--- src/rtl/status_framer.sv ---
// status_framer: snapshots a command tag and four 24-bit channel values on request and streams them as a frame
// Ports: clk; rst (async, active-low); req/cmd_tag/d_value0..3 snapshot inputs;
//   status_out/status_valid/status_ready word handshake to the PISO stage;
//   busy, frame_done, frame_abort, req_drop status outputs (all registered).
// Define STATUS_FRAMER_CKSUM_EN to append an XOR checksum word after CH3.
module status_framer #(
  parameter logic [7:0] HDR_MARK = 8'hA5,
  parameter int TIMEOUT_CYC = 1000
) (
  input  logic        clk,
  input  logic        rst,
  input  logic        req,
  input  logic [7:0]  cmd_tag,
  input  logic [23:0] d_value0,
  input  logic [23:0] d_value1,
  input  logic [23:0] d_value2,
  input  logic [23:0] d_value3,
  output logic [23:0] status_out,
  output logic        status_valid,
  input  logic        status_ready,
  output logic        busy,
  output logic        frame_done,
  output logic        frame_abort,
  output logic        req_drop
);
  localparam int SW = $clog2(TIMEOUT_CYC + 1);
  typedef enum logic [2:0] {IDLE, HDR, CH0, CH1, CH2, CH3, CKS} state_t;
`ifdef STATUS_FRAMER_CKSUM_EN
  localparam state_t LAST = CKS;
`else
  localparam state_t LAST = CH3;
`endif
  state_t state, state_n, adv;
  logic [7:0] seq, seq_n, tag;
  logic [23:0] s0, s1, s2, s3, out_n, word, w3;
  logic [SW-1:0] stall, stall_n;
  logic valid_n, done_n, abort_n, drop_n, accept, load, xfer;
  // the frame_done cycle is already IDLE but must still reject req
  assign accept = state == IDLE && !frame_done;
  assign xfer = status_valid && status_ready;
  assign adv = state_t'(state + 3'd1);
`ifdef STATUS_FRAMER_CKSUM_EN
  assign w3 = adv == CH3 ? s3 : {HDR_MARK, tag, seq} ^ s0 ^ s1 ^ s2 ^ s3;
`else
  assign w3 = s3;
`endif
  assign word = adv == CH0 ? s0 : adv == CH1 ? s1 : adv == CH2 ? s2 : w3;
  always_comb begin
    state_n = state;
    out_n = status_out;
    valid_n = status_valid;
    seq_n = seq;
    stall_n = stall;
    done_n = 1'b0;
    abort_n = 1'b0;
    drop_n = req && !accept;
    load = 1'b0;
    if (req && accept) begin
      load = 1'b1;
      state_n = HDR;
      out_n = {HDR_MARK, cmd_tag, seq};
      valid_n = 1'b1;
      stall_n = '0;
    end else if (xfer) begin
      stall_n = '0;
      if (state == LAST) begin
        state_n = IDLE;
        valid_n = 1'b0;
        done_n = 1'b1;
        seq_n = seq + 8'd1;
      end else begin
        state_n = adv;
        out_n = word;
      end
    end else if (status_valid) begin
      // the edge ending the TIMEOUT_CYC-th stalled cycle aborts the frame
      if (stall == SW'(TIMEOUT_CYC - 1)) begin
        state_n = IDLE;
        valid_n = 1'b0;
        abort_n = 1'b1;
        stall_n = '0;
      end else begin
        stall_n = stall + SW'(1);
      end
    end
  end
  always_ff @(posedge clk or negedge rst) begin
    if (!rst) begin
      state <= IDLE;
      status_out <= '0;
      status_valid <= 1'b0;
      busy <= 1'b0;
      frame_done <= 1'b0;
      frame_abort <= 1'b0;
      req_drop <= 1'b0;
      seq <= '0;
      stall <= '0;
      tag <= '0;
      s0 <= '0;
      s1 <= '0;
      s2 <= '0;
      s3 <= '0;
    end else begin
      state <= state_n;
      status_out <= out_n;
      status_valid <= valid_n;
      busy <= state_n != IDLE;
      frame_done <= done_n;
      frame_abort <= abort_n;
      req_drop <= drop_n;
      seq <= seq_n;
      stall <= stall_n;
      if (load) begin
        tag <= cmd_tag;
        s0 <= d_value0;
        s1 <= d_value1;
        s2 <= d_value2;
        s3 <= d_value3;
      end
    end
  end
endmodule

--- config.mk ---
export PLATFORM = sky130hd
export DESIGN_NAME = status_framer
export DESIGN_NICKNAME = d
export VERILOG_FILES = /design/src/rtl/status_framer.sv
export SDC_FILE = /design/constraint.sdc
export NUM_CORES = 1
export LEC_CHECK = 0
export ABC_AREA = 1
export CAP_MARGIN = 30
export CORE_MARGIN = 5
export CORE_UTILIZATION = 55
export DETAILED_ROUTE_END_ITERATION = 16
export GPL_ROUTABILITY_DRIVEN = 0
export HOLD_SLACK_MARGIN = 0.06
export PLACE_DENSITY = 0.85
export SLEW_MARGIN = 25
export SYNTH_ARGS = -nofsm -noshare
export SYNTH_HDL_FRONTEND = slang
export SYNTH_SLANG_ARGS = --single-unit
--- constraint.sdc ---
create_clock -name clk -period 4.5 [get_ports clk]
set_input_delay 0.9 -clock clk [delete_from_list [all_inputs] [get_ports clk]]
set_output_delay 0.9 -clock clk [all_outputs]
set_load 0.05 [all_outputs]
# After elaboration in Yosys (flattened, before gate mapping)
# Cells that the tools add are included.
# classes
eq_ne,7
reduce_logical,12
n_mux,28
bitwise_logic,1
add_sub_neg,3
# op_table
op,n
2-to-1 mux 24 bit,6
2-to-1 mux 10 bit,4
2-to-1 mux 3 bit,5
2-to-1 mux 1 bit,13
"adder 10 x 1 -> 10 bit, second input constant",1
"equality test 10 bit, second input constant",1
"adder 8 x 1 -> 8 bit, second input constant",1
"equality test 3 x 2 -> 1 bit, second input constant",2
"equality test 3 bit, second input constant",2
nonzero test 3 bit,2
logical AND 1 bit,4
"adder 3 x 1 -> 3 bit, second input constant",1
logical NOT 3 bit,1
"inequality test 3 x 1 -> 1 bit, second input constant",1
AND reduction 3 bit,1
logical NOT 1 bit,2
"inequality test 2 bit, second input constant",1
AND reduction 2 bit,1
nonzero test 2 bit,1
inverter 1 bit,1
# word_totals
input_bits,108
out_inout_bits,29
ff_bits,146
wordCells,64

# Depth between registers and ports, before layout
# depth
ltp_word,8
ltp_mapped,12
depth_no_buf,10

# Worst setup path before layout
# Ideal clock, no wire load.
# synth_path
kind,input to register
from,input port status_ready
to,register status_out[22]
t_arrival_ns,1.688
setup_ns,0.127
path_stages,8
slack_ns,2.685
required_time_ns,4.373
path_cell_list,nand2_1 -> inv_1 -> nand2_2 -> nand2_2 -> inv_2 -> buf_2 -> nand2_1 -> o21ai_0
# synth_via
elab_chain_len,3
# synth_rtl
element,line,text
from (decl),20,"input logic status_ready,"
logical AND 1 bit,40,assign xfer = status_valid && status_ready;
nonzero test 2 bit (no line),-,
AND reduction 2 bit (no line),-,
to (signal assigned),105,status_out <= out_n;
to (decl),18,"output logic [23:0] status_out,"
# Every way passes these cells.
# A chain may end at the register's enable or synchronous reset.

# Worst setup path after layout
# layout_path
from,input port req
to,register busy
# layout_via
elab_chain_len,3
# layout_rtl
element,line,text
from (decl),12,"input logic req,"
logical AND 1 bit,58,if (req && accept) begin
2-to-1 mux 3 bit,58,
nonzero test 3 bit,107,busy <= state_n != IDLE;
to (signal assigned),92,busy <= 1'b0;
to (signal assigned),107,
to (decl),21,"output logic busy,"
# Every way passes these cells.

==> results.toml <==
[detailed_routing]
first_iter_violations = 605
vias = 5933
antenna_left = 0
vias_per_cell = 5.33
wl_per_cell_um = 15.8
drc_errors = 0
drt-total-wl_um = 17700
drtPass1Iterations = 5

[cells_and_area]
fin_nets = 1066
area_growth_pct = 29.9
fill_cells = 899
drive_gt1_share_pct = 5.58
diodes = 0

[timing]
fin_crit_sh_pct = 60.6
tightestPinTransition_ns = 0.952
hold_viol_final = 0
drv_slew = 0
rsz0062_at_grt = "false"
fin_crit_ns = 2.73
fin_skew_ns = 0.00933
worst_slack_ns = 1.77
setup_violations = 0
finalSetupTns_ns = 0
slew_headroom_pct = 36.6
holdWs_ns = 0.397
fmax_ghz = 0.367

[synthesis]
synth-edff-count = 0
ys_seq_elements = 146
synth_compound_area_share_pct = 11.0
synth_xor_area_share_pct = 1.05
syn_area_per_cell_um2 = 8.03
synth-main-ff-cell = "dfrtp_1"
synth_commonest_cells = "nand2_1, dfrtp_1, o21ai_0"
async_flop_share_pct = 100
yosysMostFrequentCell = "nand2_1"
yosys.area_share.simple_pct = 25.3
synth_top_area_share_pct = 54.7
synth_area_leaders = "dfrtp_1, nand2_1, o21ai_0"
synth_fa_ha_area_share_pct = 0.562
synth_cells = 832
yosys.cell_types.count = 34
synth_top_family_by_area = "simple AND/OR/NAND/NOR gates"
syn_area_um2 = 6680
synth_top_area_cell = "dfrtp_1"
ys_warn_count = 0
syn-num-nets = 943
synth_mux_area_share_pct = 0
ys_seq_area_share_pct = 54.7

[clock_tree]
clkSinkCount = 146
cts_tree = "built"
holdBufCountCts = 0
cts_root_buffer = "clkbuf_16"
clkLatencyLatePin_ns = 0.42
clk_pin_slew_ns = 0.06
h-tree-depth = 4
cts_buffers = 17
cts_resized = 0
postCtsSetupRepairBufs = 0
cts_max_path_buffers = 2

[floorplanning]
fp.dieArea_um2 = 14500
coreArea_um2 = 12000
die_y_um = 120
die_width_um = 120
rows = 40
boundaryPins = 137
start_util_pct = 55.9

[setup_path]
path_class = "input port to register"
rr_worst_depth = 10
worstPathArrival_ns = 3.03
critical_path_required_ns = 4.80
crit_path_end_kind = "register"
cp-start-kind = "input port"
critPathMaxFanout = 77

[global_route]
grt_pass1_wl_um = 28400
antenna_found_initial = 0
grt_max_degree = 101
grt_pass1_vias = 5777
grt_util_all_layers_pct = 24.9
grt-ovfl-total = 0

[power_and_ir_drop]
power_density_nw_per_um2 = 710
fin_total_pwr_mw = 6.16
peakVddDrop_uv = 394
power_leakage_nw = 4.20

[worst_hold_path]
hp-class = "input port to async pin"

[outcome]
outcome = "complete, no violations"

[job]
cap_violations = 0

[place]
place_ws_ns = 1.34
hpwl_um = 11900
port_buffers = 136
-- power breakdown --
part           switching [mW]  internal, mW  total, mW
registers               0.311          1.89       2.20
clock network           0.535         0.878       1.41
logic                    1.71         0.837       2.55
-- through the flow --
| step | cell area (um^2) | util (%) | std cells |
|---|---|---|---|
| final | 8680 | 72.6 | 1114 |
| after floorplan | 6680 | - | 832 |
| after global routing | 8680 | 72.6 | 1114 |
| after CTS | 8650 | 72.4 | 1113 |
| after detailed placement | 8070 | 67.5 | 1082 |
| after global placement | 8070 | 67.5 | 1082 |
-- layout make-up --
class | count | area [um^2] | share of cell area, %
sequential | 146 | 3650 | 42.1
multi-input combinational | 573 | 2530 | 29.2
timing repair buffer | 143 | 1450 | 16.7
clock buffer | 20 | 447 | 5.14
inverter | 74 | 282 | 3.24
tap | 147 | 184 | 2.12
clock inverter | 11 | 138 | 1.59
-- cells in the final DEF, fill, tap and decap left out, drive strengths merged, types with 3 or more instances in the layout --
cell,instances
a21oi,25
buf,8
bufinv,3
clkbuf,20
clkdlybuf4s50,135
clkinv,10
dfrtp,146
ha,3
inv,72
nand2,355
nand3,23
nor2,37
nor3,4
o211ai,8
o21ai,97
o22ai,4
xor2,7
-- cells by family (layout without fill, tap and decap cells) --
group	Yosys count	count (layout)
simple gates	423	423
flops	146	146
compound gates	139	139
buf+inv	113	248
xor+xnor	8	8
fa+ha+maj	3	3
-- sequential cells by signal, indices dropped and copies added, names as in the netlist, 3 cells and up --
| signal | count |
|---|---|
| s0 | 24 |
| s2 | 24 |
| seq | 8 |
| s1 | 24 |
| s3 | 24 |
| status_out | 24 |
| stall | 10 |
| state | 3 |
-- routing by layer --
layer	wire [um]	share of wire, %	vias up	track usage [%]
li1	-	-	2854	-
met1	7590	43	2784	33.9
met2	8400	48	259	38.3
met3	1270	7.2	36	6.69
met4	388	2.2	0	9.70
met5	0	0	-	0
-- worst paths after layout --
| path | start | slack, ns | to |
|---|---|---|---|
| max reg2reg | state[0]$_DFF_PN0_ | 1.91 | status_out[2]$_DFFE_PN0P_ |
| max | req | 1.77 | busy$_DFF_PN0_ |
| max in group asynchronous | rst | 3.11 | s2[15]$_DFFE_PN0P_ |
| min | rst | 0.40 | stall[2]$_DFFE_PN0P_ |
| min in group clk | s2[14]$_DFFE_PN0P_ | 0.48 | s2[14]$_DFFE_PN0P_ |
| min reg2reg | s2[14]$_DFFE_PN0P_ | 0.48 | s2[14]$_DFFE_PN0P_ |
-- worst max-delay path: stages --
cell             delay, ns
clkdlybuf4s50_1       0.52
nand3_4               0.33
inv_4                 0.65
nor2_4                0.12
inv_2                 0.21
nor2_1                0.06
nor2_1                0.13
nand3_1               0.09
No activity file was read; power rests on OpenSTA's default activity.
